<file path="src/rtl/nd_slice_scan_sequencer_if.sv">
// ---------------------------------------------------------------------------
// nd_slice_scan_sequencer_if
//
// Bundles the command channel, the element (index) stream and the status
// flags of the N-d slice scan sequencer.
//
//   command channel : cmd_valid/cmd_ready plus cmd_order, cmd_base0,
//                     cmd_len0, cmd_rot1, cmd_rot2
//   control         : abort (terminates a running scan)
//   element stream  : idx_valid/idx_ready plus idx0, idx1, idx2, addr,
//                     idx_last
//   status          : busy, done
//
// Modports:
//   slave  - the sequencer itself (accepts commands, produces elements)
//   master - the controller/consumer side that issues commands and
//            accepts elements
// ---------------------------------------------------------------------------
interface nd_slice_scan_sequencer_if #(
  parameter int D0 = 6,
  parameter int D1 = 4,
  parameter int D2 = 3,
  parameter int W0 = $clog2(D0),
  parameter int W1 = $clog2(D1),
  parameter int W2 = $clog2(D2),
  parameter int AW = $clog2(D0 * D1 * D2)
);

  logic          cmd_valid;
  logic          cmd_ready;
  logic [2:0]    cmd_order;
  logic [W0-1:0] cmd_base0;
  logic [W0:0]   cmd_len0;
  logic [W1-1:0] cmd_rot1;
  logic [W2-1:0] cmd_rot2;
  logic          abort;

  logic          idx_valid;
  logic          idx_ready;
  logic [W0-1:0] idx0;
  logic [W1-1:0] idx1;
  logic [W2-1:0] idx2;
  logic [AW-1:0] addr;
  logic          idx_last;

  logic          busy;
  logic          done;

  modport slave (
    input  cmd_valid, cmd_order, cmd_base0, cmd_len0, cmd_rot1, cmd_rot2,
    input  abort, idx_ready,
    output cmd_ready, idx_valid, idx0, idx1, idx2, addr, idx_last,
    output busy, done
  );

  modport master (
    output cmd_valid, cmd_order, cmd_base0, cmd_len0, cmd_rot1, cmd_rot2,
    output abort, idx_ready,
    input  cmd_ready, idx_valid, idx0, idx1, idx2, addr, idx_last,
    input  busy, done
  );

endinterface

</file>
<file path="src/rtl/nd_slice_scan_sequencer.sv">
// ---------------------------------------------------------------------------
// nd_slice_scan_sequencer
//
// Index/address sequencer for a packed [D0][D1][D2] array. A command selects
// a contiguous slice of dimension 0 (base0, len0), a loop-nest order and
// rotation offsets on dimensions 1 and 2. The sequencer then emits every
// element of the slice exactly once as an index triple plus flat address,
// one element per idx_valid/idx_ready handshake.
//
// Ports:
//   CLK   - clock, all state changes on the rising edge
//   RESET - synchronous, active-high reset
//   bus   - slave side of nd_slice_scan_sequencer_if:
//             cmd_*     command channel, accepted only in IDLE
//             abort     ends a running scan without a done pulse
//             idx_*     registered element stream, addr is the flat address
//             busy      high while not IDLE
//             done      one-cycle pulse after a scan completes (or after an
//                       illegal command is rejected)
//
// Element outputs are registered: the value loaded into the output register
// is always computed from the counters the element will have, so the first
// element appears the cycle after command acceptance and an element only
// changes when it is accepted.
// ---------------------------------------------------------------------------
module nd_slice_scan_sequencer #(
  parameter int D0 = 6,
  parameter int D1 = 4,
  parameter int D2 = 3,
  parameter int W0 = $clog2(D0),
  parameter int W1 = $clog2(D1),
  parameter int W2 = $clog2(D2),
  parameter int AW = $clog2(D0 * D1 * D2)
) (
  input logic                       CLK,
  input logic                       RESET,
  nd_slice_scan_sequencer_if.slave  bus
);

  typedef enum logic [1:0] {
    IDLE = 2'd0,
    RUN  = 2'd1,
    DONE = 2'd2
  } state_t;

  state_t state, state_nxt;

  // Latched command
  logic [2:0]    order_q;
  logic [W0-1:0] base_q;
  logic [W0:0]   len_q;
  logic [W1-1:0] rot1_q;
  logic [W2-1:0] rot2_q;

  // Scan counters for the element currently presented
  logic [W0-1:0] c0;
  logic [W1-1:0] c1;
  logic [W2-1:0] c2;

  // Registered element outputs
  logic          idx_valid_q;
  logic [W0-1:0] idx0_q;
  logic [W1-1:0] idx1_q;
  logic [W2-1:0] idx2_q;
  logic [AW-1:0] addr_q;
  logic          idx_last_q;

  logic cmd_ready;
  logic accept;
  logic cmd_legal;
  logic handshake;
  logic load_en;
  logic finish_run;

  // ---------------------------------------------------------------------
  // Helper functions
  // ---------------------------------------------------------------------

  // A slice must be non-empty and fit inside dimension 0.
  function automatic logic is_legal(input logic [W0-1:0] base,
                                    input logic [W0:0]   len);
    return (len != '0) && ((int'(base) + int'(len)) <= D0);
  endfunction

  // Nesting position of each dimension, 0 = outermost, 2 = innermost.
  // Packed as {pos2, pos1, pos0}. Orders 6 and 7 fall back to 0-1-2.
  function automatic logic [5:0] nest_pos(input logic [2:0] order);
    case (order)
      3'd1:    return {2'd1, 2'd2, 2'd0};  // 0-2-1
      3'd2:    return {2'd2, 2'd0, 2'd1};  // 1-0-2
      3'd3:    return {2'd1, 2'd0, 2'd2};  // 1-2-0
      3'd4:    return {2'd0, 2'd2, 2'd1};  // 2-0-1
      3'd5:    return {2'd0, 2'd1, 2'd2};  // 2-1-0
      default: return {2'd2, 2'd1, 2'd0};  // 0-1-2
    endcase
  endfunction

  function automatic logic [W1-1:0] rotate1(input logic [W1-1:0] c,
                                            input logic [W1-1:0] rot);
    return W1'((int'(c) + int'(rot)) % D1);
  endfunction

  // rot2 is W2 bits wide and may exceed D2-1, so the modulo is needed even
  // though c2 itself is always in range.
  function automatic logic [W2-1:0] rotate2(input logic [W2-1:0] c,
                                            input logic [W2-1:0] rot);
    return W2'((int'(c) + int'(rot)) % D2);
  endfunction

  // Row-major flat address, evaluated in 32-bit arithmetic before the
  // final truncation to AW bits.
  function automatic logic [AW-1:0] flat_addr(input logic [W0-1:0] i0,
                                              input logic [W1-1:0] i1,
                                              input logic [W2-1:0] i2);
    return AW'((int'(i0) * D1 + int'(i1)) * D2 + int'(i2));
  endfunction

  // ---------------------------------------------------------------------
  // Handshake qualifiers
  // ---------------------------------------------------------------------
  assign accept     = bus.cmd_valid && cmd_ready;
  assign cmd_legal  = is_legal(bus.cmd_base0, bus.cmd_len0);
  assign handshake  = idx_valid_q && bus.idx_ready;

  // ---------------------------------------------------------------------
  // Counter advance: a dimension steps when every dimension nested inside
  // it is at its maximum, and wraps to zero when it is itself at maximum.
  // ---------------------------------------------------------------------
  logic [5:0]    pos;
  logic [1:0]    p0, p1, p2;
  logic          m0, m1, m2;
  logic          step0, step1, step2;
  logic [W0-1:0] c0_adv;
  logic [W1-1:0] c1_adv;
  logic [W2-1:0] c2_adv;

  always_comb begin
    pos = nest_pos(order_q);
    p0  = pos[1:0];
    p1  = pos[3:2];
    p2  = pos[5:4];

    m0 = (int'(c0) == int'(len_q) - 1);
    m1 = (int'(c1) == D1 - 1);
    m2 = (int'(c2) == D2 - 1);

    step0 = ((p1 < p0) || m1) && ((p2 < p0) || m2);
    step1 = ((p0 < p1) || m0) && ((p2 < p1) || m2);
    step2 = ((p0 < p2) || m0) && ((p1 < p2) || m1);

    c0_adv = c0;
    c1_adv = c1;
    c2_adv = c2;
    if (step0) c0_adv = m0 ? '0 : c0 + W0'(1);
    if (step1) c1_adv = m1 ? '0 : c1 + W1'(1);
    if (step2) c2_adv = m2 ? '0 : c2 + W2'(1);
  end

  // ---------------------------------------------------------------------
  // Source of the next element: in IDLE it is the first element of the
  // incoming command, otherwise the advanced counters of the latched one.
  // ---------------------------------------------------------------------
  logic [W0-1:0] s_base;
  logic [W0:0]   s_len;
  logic [W1-1:0] s_rot1;
  logic [W2-1:0] s_rot2;
  logic [W0-1:0] s_c0;
  logic [W1-1:0] s_c1;
  logic [W2-1:0] s_c2;
  logic [W0-1:0] s_idx0;
  logic [W1-1:0] s_idx1;
  logic [W2-1:0] s_idx2;
  logic          s_last;

  always_comb begin
    s_base = base_q;
    s_len  = len_q;
    s_rot1 = rot1_q;
    s_rot2 = rot2_q;
    s_c0   = c0_adv;
    s_c1   = c1_adv;
    s_c2   = c2_adv;
    if (state == IDLE) begin
      s_base = bus.cmd_base0;
      s_len  = bus.cmd_len0;
      s_rot1 = bus.cmd_rot1;
      s_rot2 = bus.cmd_rot2;
      s_c0   = '0;
      s_c1   = '0;
      s_c2   = '0;
    end

    s_idx0 = W0'(int'(s_base) + int'(s_c0));
    s_idx1 = rotate1(s_c1, s_rot1);
    s_idx2 = rotate2(s_c2, s_rot2);
    s_last = (int'(s_c0) == int'(s_len) - 1) &&
             (int'(s_c1) == D1 - 1) &&
             (int'(s_c2) == D2 - 1);
  end

  // Load a new element on a legal command or on a non-final accept in RUN;
  // abort takes priority over a simultaneous accept.
  assign load_en    = ((state == IDLE) && accept && cmd_legal) ||
                      ((state == RUN) && !bus.abort && handshake && !idx_last_q);
  assign finish_run = (state == RUN) &&
                      (bus.abort || (handshake && idx_last_q));

  // ---------------------------------------------------------------------
  // FSM: state register
  // ---------------------------------------------------------------------
  always_ff @(posedge CLK) begin
    if (RESET) state <= IDLE;
    else       state <= state_nxt;
  end

  // ---------------------------------------------------------------------
  // FSM: next-state logic
  // ---------------------------------------------------------------------
  always_comb begin
    state_nxt = state;
    case (state)
      IDLE: begin
        if (accept) state_nxt = cmd_legal ? RUN : DONE;
      end
      RUN: begin
        if (bus.abort)                    state_nxt = IDLE;
        else if (handshake && idx_last_q) state_nxt = DONE;
      end
      DONE:    state_nxt = IDLE;
      default: state_nxt = IDLE;
    endcase
  end

  // ---------------------------------------------------------------------
  // FSM: state-decoded outputs
  // ---------------------------------------------------------------------
  always_comb begin
    cmd_ready = (state == IDLE);
    bus.busy  = (state != IDLE);
    bus.done  = (state == DONE);
  end

  assign bus.cmd_ready = cmd_ready;

  // ---------------------------------------------------------------------
  // Command latch, counters and registered element outputs
  // ---------------------------------------------------------------------
  always_ff @(posedge CLK) begin
    if (RESET) begin
      order_q     <= '0;
      base_q      <= '0;
      len_q       <= '0;
      rot1_q      <= '0;
      rot2_q      <= '0;
      c0          <= '0;
      c1          <= '0;
      c2          <= '0;
      idx_valid_q <= 1'b0;
      idx0_q      <= '0;
      idx1_q      <= '0;
      idx2_q      <= '0;
      addr_q      <= '0;
      idx_last_q  <= 1'b0;
    end else begin
      if ((state == IDLE) && accept) begin
        order_q <= bus.cmd_order;
        base_q  <= bus.cmd_base0;
        len_q   <= bus.cmd_len0;
        rot1_q  <= bus.cmd_rot1;
        rot2_q  <= bus.cmd_rot2;
      end

      if (load_en) begin
        c0          <= s_c0;
        c1          <= s_c1;
        c2          <= s_c2;
        idx_valid_q <= 1'b1;
        idx0_q      <= s_idx0;
        idx1_q      <= s_idx1;
        idx2_q      <= s_idx2;
        addr_q      <= flat_addr(s_idx0, s_idx1, s_idx2);
        idx_last_q  <= s_last;
      end else if (finish_run) begin
        idx_valid_q <= 1'b0;
        idx_last_q  <= 1'b0;
      end
    end
  end

  assign bus.idx_valid = idx_valid_q;
  assign bus.idx0      = idx0_q;
  assign bus.idx1      = idx1_q;
  assign bus.idx2      = idx2_q;
  assign bus.addr      = addr_q;
  assign bus.idx_last  = idx_last_q;

endmodule

</file>
<file path="src/flat_wrapper.sv">
// flat-port wrapper written by rule: the top's interface ports become plain ports
module nd_slice_scan_sequencer_flat 
#(
  parameter int D0 = 6,
  parameter int D1 = 4,
  parameter int D2 = 3,
  parameter int W0 = $clog2(D0),
  parameter int W1 = $clog2(D1),
  parameter int W2 = $clog2(D2),
  parameter int AW = $clog2(D0 * D1 * D2)
)
  (CLK, RESET, bus_cmd_valid, bus_cmd_order, bus_cmd_base0, bus_cmd_len0, bus_cmd_rot1, bus_cmd_rot2, bus_abort, bus_idx_ready, bus_cmd_ready, bus_idx_valid, bus_idx0, bus_idx1, bus_idx2, bus_addr, bus_idx_last, bus_busy, bus_done);
  nd_slice_scan_sequencer_if #(.D0(D0), .D1(D1), .D2(D2), .W0(W0), .W1(W1), .W2(W2), .AW(AW)) bus_i ();
  input logic CLK;
  input logic RESET;
  input wire logic [$bits(bus_i.cmd_valid)-1:0] bus_cmd_valid;
  input wire logic [$bits(bus_i.cmd_order)-1:0] bus_cmd_order;
  input wire logic [$bits(bus_i.cmd_base0)-1:0] bus_cmd_base0;
  input wire logic [$bits(bus_i.cmd_len0)-1:0] bus_cmd_len0;
  input wire logic [$bits(bus_i.cmd_rot1)-1:0] bus_cmd_rot1;
  input wire logic [$bits(bus_i.cmd_rot2)-1:0] bus_cmd_rot2;
  input wire logic [$bits(bus_i.abort)-1:0] bus_abort;
  input wire logic [$bits(bus_i.idx_ready)-1:0] bus_idx_ready;
  output wire logic [$bits(bus_i.cmd_ready)-1:0] bus_cmd_ready;
  output wire logic [$bits(bus_i.idx_valid)-1:0] bus_idx_valid;
  output wire logic [$bits(bus_i.idx0)-1:0] bus_idx0;
  output wire logic [$bits(bus_i.idx1)-1:0] bus_idx1;
  output wire logic [$bits(bus_i.idx2)-1:0] bus_idx2;
  output wire logic [$bits(bus_i.addr)-1:0] bus_addr;
  output wire logic [$bits(bus_i.idx_last)-1:0] bus_idx_last;
  output wire logic [$bits(bus_i.busy)-1:0] bus_busy;
  output wire logic [$bits(bus_i.done)-1:0] bus_done;
  assign bus_i.cmd_valid = bus_cmd_valid;
  assign bus_i.cmd_order = bus_cmd_order;
  assign bus_i.cmd_base0 = bus_cmd_base0;
  assign bus_i.cmd_len0 = bus_cmd_len0;
  assign bus_i.cmd_rot1 = bus_cmd_rot1;
  assign bus_i.cmd_rot2 = bus_cmd_rot2;
  assign bus_i.abort = bus_abort;
  assign bus_i.idx_ready = bus_idx_ready;
  assign bus_cmd_ready = bus_i.cmd_ready;
  assign bus_idx_valid = bus_i.idx_valid;
  assign bus_idx0 = bus_i.idx0;
  assign bus_idx1 = bus_i.idx1;
  assign bus_idx2 = bus_i.idx2;
  assign bus_addr = bus_i.addr;
  assign bus_idx_last = bus_i.idx_last;
  assign bus_busy = bus_i.busy;
  assign bus_done = bus_i.done;
  nd_slice_scan_sequencer #(.D0(D0), .D1(D1), .D2(D2), .W0(W0), .W1(W1), .W2(W2), .AW(AW)) u_core (.CLK(CLK), .RESET(RESET), .bus(bus_i));
endmodule
</file>
<file path="config.mk">
export PLATFORM = sky130hd
export DESIGN_NAME = nd_slice_scan_sequencer_flat
export DESIGN_NICKNAME = d
export VERILOG_FILES = /design/src/rtl/nd_slice_scan_sequencer_if.sv /design/src/rtl/nd_slice_scan_sequencer.sv /design/src/flat_wrapper.sv
export SDC_FILE = /design/constraint.sdc
export NUM_CORES = 1
export LEC_CHECK = 0
export BUFFER_PORTS_ARGS = -buffer_cell sky130_fd_sc_hd__buf_2
export CAP_MARGIN = 30
export CORE_ASPECT_RATIO = 1.4
export CORE_MARGIN = 5
export CORE_UTILIZATION = 23
export CTS_BUF_LIST = sky130_fd_sc_hd__clkbuf_8
export DETAILED_ROUTE_END_ITERATION = 12
export PLACE_DENSITY = 0.38
export SYNTH_ARGS = -nofsm -noshare
export SYNTH_HDL_FRONTEND = slang
export SYNTH_SLANG_ARGS = --single-unit
export TNS_END_PERCENT = 1
</file>
<file path="constraint.sdc">
create_clock -name CLK -period 5.3 [get_ports CLK]
set_input_delay 0.795 -clock CLK [delete_from_list [all_inputs] [get_ports CLK]]
set_output_delay 0.795 -clock CLK [all_outputs]
set_load 0.01 [all_outputs]
</file>
==> metrics.md, run 1 <==
| Metric | Value |
|---|---|
| Antenna diodes | `0` |
| Via density per instance | `roughly 4.7` |
| FP Rows | `48` |
| CP top delay family | `adder cells` |
| Worst setup SP type | `flop` |
| Detailed placement HPWL | `6630 µm` |
| Total GRT Usage | `between 10% and 20%` |
| Worst Path Buf+Inv | `4` |
| DR iter-0 viols | `between 100 and 150` |
| RSZ-0062 raised after global routing | `true` |
| DRC | `0` |
| Switching share of power | `between 30 and 40%` |
| Cell Area, Synth | `approximately 0.0029 mm²` |
| Starting density of the core | `23.5%` |
| Top-area cell type share of the netlist area | `26.9%` |
| Top FF cell, synth | `dfxtp_1` |
| Filler Cells Inserted | `roughly 1400` |
| Cell taking the most area after synthesis | `dfxtp_1` |
| Worst Path Arrival | `~5.3 ns` |
| Yosys synthesis warning count | `0` |
| WL final | `about 8500 µm` |
| WL/cell | `15.4 µm` |
| Largest net degree at the start of global routing | `a little over 40` |
| Xor and xnor area share after synthesis | `about 4.4%` |
| Crit path kind | `flop to flop` |
| Core area | `about 0.012 mm²` |
| P_leak | `roughly 1.5 nW` |
| Worst Skew | `between 0.008 and 0.009 ns` |
| Dpl cell area | `around 0.0032 mm²` |
| Fin area | `approximately 0.0034 mm²` |
| Post-synthesis adder-cell area fraction | `about 15%` |
| Vias | `around 2600` |
| Count of final setup violators | `0` |
| CTS Hold Buffers Added | `0` |
| Final Hold Fails | `0` |
| TritonCTS Buffers | `5` |
| Outcome | `finished clean` |
| ANT nets after route | `0` |
| Layout area overhead | `18.8%` |
| Netlist cell types | `65` |
| Top cells by area, synth | `dfxtp_1 27%, ha_1 13%, nand2_1 10%` |
| H-tree Lvls | `2` |
| Hold Crit Class | `flop to flop` |
| Combinational family with the most area after synthesis | `simple AND/OR/NAND/NOR gates` |
| Power Density | `about 270 mW/mm²` |
| Flop pwr share | `between 30% and 40%` |
| Post-synthesis simple-gate area fraction | `about a quarter` |
| Initial antenna violation count | `0` |
| Maximum VDD drop | `between 0.1 and 0.15 mV` |
| Mapped Nets | `slightly above 400` |
| Setup crit start | `u_core.order_q[1]` |
| Port bufs | `37` |
| Max frequency | `between 0.15 and 0.2 GHz` |
| Layout cells sized above 1 | `21.7%` |
| Clock buffer depth | `2` |
| First-pass GRT wire length | `13900 µm` |
| Final slew viol count | `0` |
| Reg clk slew, reported paths | `roughly 0.08 ns` |
| Comb pwr share | `between 40 and 50%` |
| Crit path largest cell delay | `around 0.43 ns` |
| Mux cell area share after synthesis | `between 2 and 3%` |
| CTS tree | `built` |
| Fin util | `between 20% and 30%` |
| Slowest-stage cell, CP | `fa_1` |
| # nets final | `452` |
| Most frequent cells after synthesis | `81 x nand2_1, 43 x a21oi_1, 39 x dfxtp_1, 29 x ha_1, 18 x nor2_1` |
| Gate Count Post-Synth | `about 360` |
| Final GP Congestion | `~0.75` |
| Grt ovf | `0` |
| Internal | `591 µW` |
| Worst-Skew Late Latency | `roughly 0.29 ns` |
| Vias in the first global route | `around 2700` |
| Max Cap Viol | `0` |
| Nature of the critical path endpoint | `flop` |
| #FFs+latches synth | `39` |
| CTS root buffer | `clkbuf_8` |
| Final min period | `between 5 and 6 ns` |
| EDFF count, synth | `0` |
| Max Fanout on Critical Path | `3` |
| Asr flop ratio synth | `0%` |
| Slew headroom | `45.0%` |
| CP required | `~5.5 ns` |
| Worst path most repeated cell | `ha_1` |
| Worst slew pin tran | `about 0.83 ns` |
| Post-synthesis sequential area ratio | `26.9%` |
| Synthesized area per cell | `approximately 8.0 µm²` |
| Hold path startpoint | `u_core.bus.idx2[0]` |
| Final Cycle Share | `94.9%` |
| Psw | `between 300 and 400 µW` |
| Synth Area in Compound Gates | `21.3%` |
| Die Ht | `about 140 µm` |
| Clk sinks | `39` |
| Die ar. | `0.0150 mm²` |
| R2R Path Start | `u_core.order_q[1]` |
| Chip Width | `around 100 µm` |
| Drt first pass iters | `4` |
| Clock share of power | `24.3%` |
| IO Count | `38` |
| Most frequent cell after synthesis | `nand2_1` |
-- sequential cells by signal (all words and copies together) (netlist names), 3 cells and up --
| register | flops |
|---|---|
| u_core.base_q | 3 |
| u_core.c0 | 3 |
| u_core.bus.addr | 7 |
| u_core.order_q | 3 |
| u_core.len_q | 4 |
| u_core.bus.idx0 | 3 |
-- cell families (layout without fill, tap and decap cells) --
| logic type | after synthesis | count (layout) |
|---|---|---|
| simple gates | 144 | 144 |
| compound gates | 92 | 92 |
| flops | 39 | 39 |
| fa+ha+maj | 33 | 33 |
| buf+inv | 33 | 72 |
| xor+xnor | 13 | 13 |
| mux | 8 | 8 |
-- repair_timing --
item                                    4_1_cts  5_1_grt
endpoints found under the setup margin        2        4
buffers inserted                              1        2
pin swaps                                     0        1
gates resized for setup                       2       17
-- tightest hold or removal path, delay by kind of cell, from the launching register on --
kind / cells / cell delay, ns
AO/OA/AOI/OAI: 1 / 0.05
flip-flops: 1 / 0.31
AND/OR/NAND/NOR: 1 / 0.05
-- layout by cell type, fill, tap and decap left out, types with 2 or more instances in the layout --
cell       n
nor3_1     4
o211ai_1   2
buf_2     37
xnor2_1    8
nand2b_1   5
or4_1      2
nor2_1    18
a211oi_1   4
or4b_1     2
a21oi_1   39
o31ai_1    2
a21o_1     4
dfxtp_2    2
and3_1     2
a21oi_2    5
fa_1       4
dfxtp_1   37
nand4b_1   2
o21ba_2    2
mux2i_1    5
and2_4     2
or2b_2     2
xor2_1     3
nor2b_1    3
and2_1     3
inv_1     15
o21bai_1   4
or2_1      2
buf_4     11
nand3_1    4
o21a_1     5
clkbuf_8   7
o21ai_0    8
nand2_1   81
ha_1      29
-- layer usage --
layer	vias up	GRT usage, %	wire length (µm)
met3	12	1.76	155
met4	0	3.84	161
met5	-	0	0
met2	29	23.0	4830
li1	1329	-	-
met1	1245	12.2	3330
-- power groups by stage --
stage                     clock network [mW]  registers (mW)  logic, mW
after CTS                              0.241           0.327      0.372
after global routing                   0.253           0.331      0.440
after floorplan                            0           0.334      0.268
after global placement                     0           0.333      0.367
final                                  0.228           0.327      0.385
after detailed placement                   0           0.333      0.368
-- area by class of cell --
| cell class | instances | area [µm²] | area share (%) |
|---|---|---|---|
| clock inverters | 1 | 3.75 | 0.109 |
| repair buffers | 48 | 268 | 7.76 |
| multi-input cells | 290 | 2050 | 59.4 |
| flip-flops and latches | 39 | 783 | 22.7 |
| clock buffers | 7 | 96.3 | 2.79 |
| inverters | 16 | 60.1 | 1.74 |
| well taps | 150 | 188 | 5.44 |
-- path summary, 6_finish.rpt --
path                   endpoint  slack [ns]  cells after the start
max          u_core.bus.addr[5]        0.27                     25
min          u_core.bus.idx2[0]        0.46                      2
max reg2reg  u_core.bus.addr[5]        0.27                     25
min reg2reg  u_core.bus.idx2[0]        0.46                      2
-- stage by stage --
step           hold slack (ns)  power (mW)  instances  setup WS, ns  TNS (ns)
2_1_floorplan            0.436       0.603        362         0.509         0
3_5_place_dp             0.443       0.701        540       -0.0360   -0.0459
5_1_grt                  0.476        1.02        551       -0.0748   -0.0958
6_report                 0.455       0.941        551         0.268         0
3_3_place_gp             0.438       0.700        540        0.0551         0
4_1_cts                  0.456       0.940        549        0.0311         0
No activity file was read; power rests on OpenSTA's default activity.
==> inputs of run 2 (changes only) <==
Settings changed: CORE_MARGIN 5 to default, RECOVER_POWER from default to 100.
==> run 2 against run 1 <==
  * Clock-buffer cell count fell by 2
  * Total power rose by 2.4%
  * Global-route usage is 1.8 points higher
  * Die area fell by 13%
  * Fmax fell by 0.52%
  * Clock power grew 12%
  * Register-to-register slack got worse by 0.03 ns
  * Largest power group unchanged
==> metrics.md, run 2 (synthesis gave the netlist of run 1 again) <==
| Metric | Value |
|---|---|
| Outcome | `finished clean` |
| Maximum VDD drop | `0.147 mV (+2.7%)` |
| Hold Slack | `0.456 ns (+0.000481 ns)` |
| Detailed placement HPWL | `6460 µm (-2.5%)` |
| Placed cells | `541 (+0.19%)` |
| Most common library cell in the layout ignoring fill and taps | `nand2_1` |
| Layout area overhead | `16.5%` |
| Dpl cell area | `0.00324 mm² (+0.23%)` |
| Hold Crit Class | `flop to flop` |
| Max reg flops | `7 (unchanged)` |
| Fin area | `0.00338 mm² (-2.0%)` |
| Clock buffer depth | `2 (unchanged)` |
| # nets final | `452 (unchanged)` |
| Vias | `2593 (-0.84%)` |
| Worst Skew | `0.00353 ns (-0.00458 ns)` |
| Crit path kind | `flop to flop` |
| Starting density of the core | `23.6% (+0.11 points)` |
| Vias in the first global route | `2582 (-5.9%)` |
| Die ar. | `0.0131 mm² (-13%)` |
| WHS Path Cells | `2 (unchanged)` |
| Power Density | `285 mW/mm² (+4.4%)` |
| Fin util | `27.5% (-0.41 points)` |
| Chip Width | `96.9 µm (-7.6%)` |
| Via density per instance | `4.71 (-0.66%)` |
| Clock share of power | `26.5% (+2.2 points)` |
| WL final | `8390 µm (-1.1%)` |
| Filler Cells Inserted | `1342 (-3.0%)` |
| WL/cell | `15.3 µm (-0.88%)` |
| Hold path startpoint | `u_core.base_q[1]` |
| Slew headroom | `45.5% (+0.54 points)` |
| Final min period | `5.06 ns (+0.0264 ns)` |
| FF-to-FF End | `u_core.bus.addr[5]` |
| First-pass GRT wire length | `13700 µm (-1.6%)` |
| Layout cells sized above 1 | `16.3% (-5.4 points)` |
| Most frequent cells in the layout | `81 x nand2_1, 42 x a21oi_1, 36 x dfxtp_1, 28 x ha_1, 21 x clkbuf_1` |
| Reg clk slew, reported paths | `0.08 ns (about the same)` |
| H-tree Lvls | `2 (unchanged)` |
| Setup ws final | `0.242 ns (-0.0264 ns)` |
| IO Count | `38 (unchanged)` |
| Setup_tns | `0 ns (unchanged)` |
| Final Cycle Share | `95.4% (+0.50 points)` |
| Max Cap Viol | `0 (unchanged)` |
| R2R Path Start | `u_core.order_q[2]` |
| R2R setup slack | `0.24 ns (-0.03 ns)` |
| DR iter-0 viols | `115 (+11%)` |
| Final Non-Filler Cells | `550 (-0.18%)` |
| Slowest-stage cell, CP | `fa_1` |
| Crit path largest cell delay | `0.45 ns (+0.02 ns)` |
| Largest net degree at the start of global routing | `41 (unchanged)` |
| Core area | `0.0123 mm² (-0.49%)` |
| Drt first pass iters | `4 (unchanged)` |
| Worst path most repeated cell | `ha_1` |
| Switching share of power | `36.6% (-0.50 points)` |
| Worst slew pin tran | `0.817 ns (-0.00809 ns)` |
| Hold Crit Endpoint | `u_core.base_q[1]` |
| Worst setup SP type | `flop` |
| Nature of the critical path endpoint | `flop` |
| Antenna diodes | `0 (unchanged)` |
| Worst R2R Path Depth | `28 (+12%)` |
| ANT nets after route | `0 (unchanged)` |
| Psw | `353 µW (+0.97%)` |
| Worst Path Buf+Inv | `5 (+1)` |
| CP required | `5.54 ns (+0.02 ns)` |
| CP top delay family | `adder cells` |
| CTS tree | `built` |
| Worst Path Arrival | `5.29 ns (+0.04 ns)` |
| Initial antenna violation count | `0 (unchanged)` |
| Comb pwr share | `39.5% (-1.5 points)` |
| P_leak | `1.35 nW (-7.3%)` |
| Final GP Congestion | `0.770 (+2.5%)` |
| Final slew viol count | `0 (unchanged)` |
| Max frequency | `0.198 GHz (-0.52%)` |
| Port bufs | `37 (unchanged)` |
| Total power | `963 µW (+2.4%)` |
| FP Rows | `48 (unchanged)` |
| Worst-Skew Late Latency | `0.31 ns (+0.02 ns)` |
| Flop pwr share | `34.0% (-0.8 points)` |
| Internal | `610 µW (+3.2%)` |
| Die Ht | `135 µm (-5.6%)` |
| Clk sinks | `39 (unchanged)` |
| DRC | `0 (unchanged)` |
| Final Hold Fails | `0 (unchanged)` |
| DP Worst Slack | `-0.0185 ns (+0.0175 ns)` |
| Total GRT Usage | `13.3% (+1.8 points)` |
| TritonCTS Buffers | `5 (unchanged)` |
| Max Fanout on Critical Path | `4 (+1)` |
| Grt ovf | `0 (unchanged)` |
| CTS root buffer | `clkbuf_8` |
| Count of final setup violators | `0 (unchanged)` |
run 2: cell count changes in the layout (fill, tap and decap cells not counted), sizes merged:
| cell | previous run | this run |
|---|---|---|
| buf | 48 | 27 |
| clkbuf | 7 | 26 |
| bufinv | 0 | 1 |
| clkinvlp | 0 | 1 |
| inv | 16 | 15 |
run 2: worst max path at each step:
stage | startpoint | end | slack, ns | cells past startpoint
2_1_floorplan | u_core.order_q[2] | u_core.bus.addr[6] | 0.51 | 24
3_3_place_gp | u_core.order_q[2] | u_core.bus.addr[5] | 0.10 | 27
3_5_place_dp | u_core.order_q[2] | u_core.bus.addr[5] | -0.02 | 27
4_1_cts | u_core.order_q[2] | u_core.bus.addr[5] | 0.002 | 27
5_1_grt | u_core.order_q[2] | u_core.bus.addr[5] | -0.001 | 28
6_report | u_core.order_q[2] | u_core.bus.addr[5] | 0.24 | 28
run 2: routing by layer:
layer,track usage (%),up-vias,part of all wire (%)
met3,1.71,6,2.0
met1,14.2,1222,40
li1,-,1328,-
met5,0,-,0
met4,4.15,0,1.3
met2,26.6,37,56
run 2: layout make-up:
cell class	instances	area, µm²	share of cell area (%)
Multi-Input combinational cell	290	2000	59.3
Clock inverter	2	37.5	1.11
Timing Repair Buffer	48	236	6.99
Sequential cell	39	787	23.3
Tap cell	150	188	5.55
Inverter	16	60.1	1.78
Clock buffer	5	68.8	2.03
run 2: worst min-delay path, cell delays in order, from the launching register on:
cell     delay, ns
dfxtp_1       0.31
nand2_1       0.05
a21oi_1       0.05
run 2: repair_timing:
item / 4_1_cts / 5_1_grt
hold buffers: 0 / 0
buffers inserted: 1 / 1
resized for setup: 2 / 16
pin swaps: 0 / 1
gates cloned: 0 / 0
setup endpoints to repair: 2 / 4
hold endpoints to repair: 0 / 0
run 2: power groups by stage:
stage	clock [mW]	sequential [mW]	combinational (mW)
floorplan	0	0.334	0.268
global placement	0	0.333	0.368
detailed placement	0	0.333	0.371
CTS	0.270	0.327	0.376
global route	0.277	0.330	0.434
finish	0.256	0.327	0.380
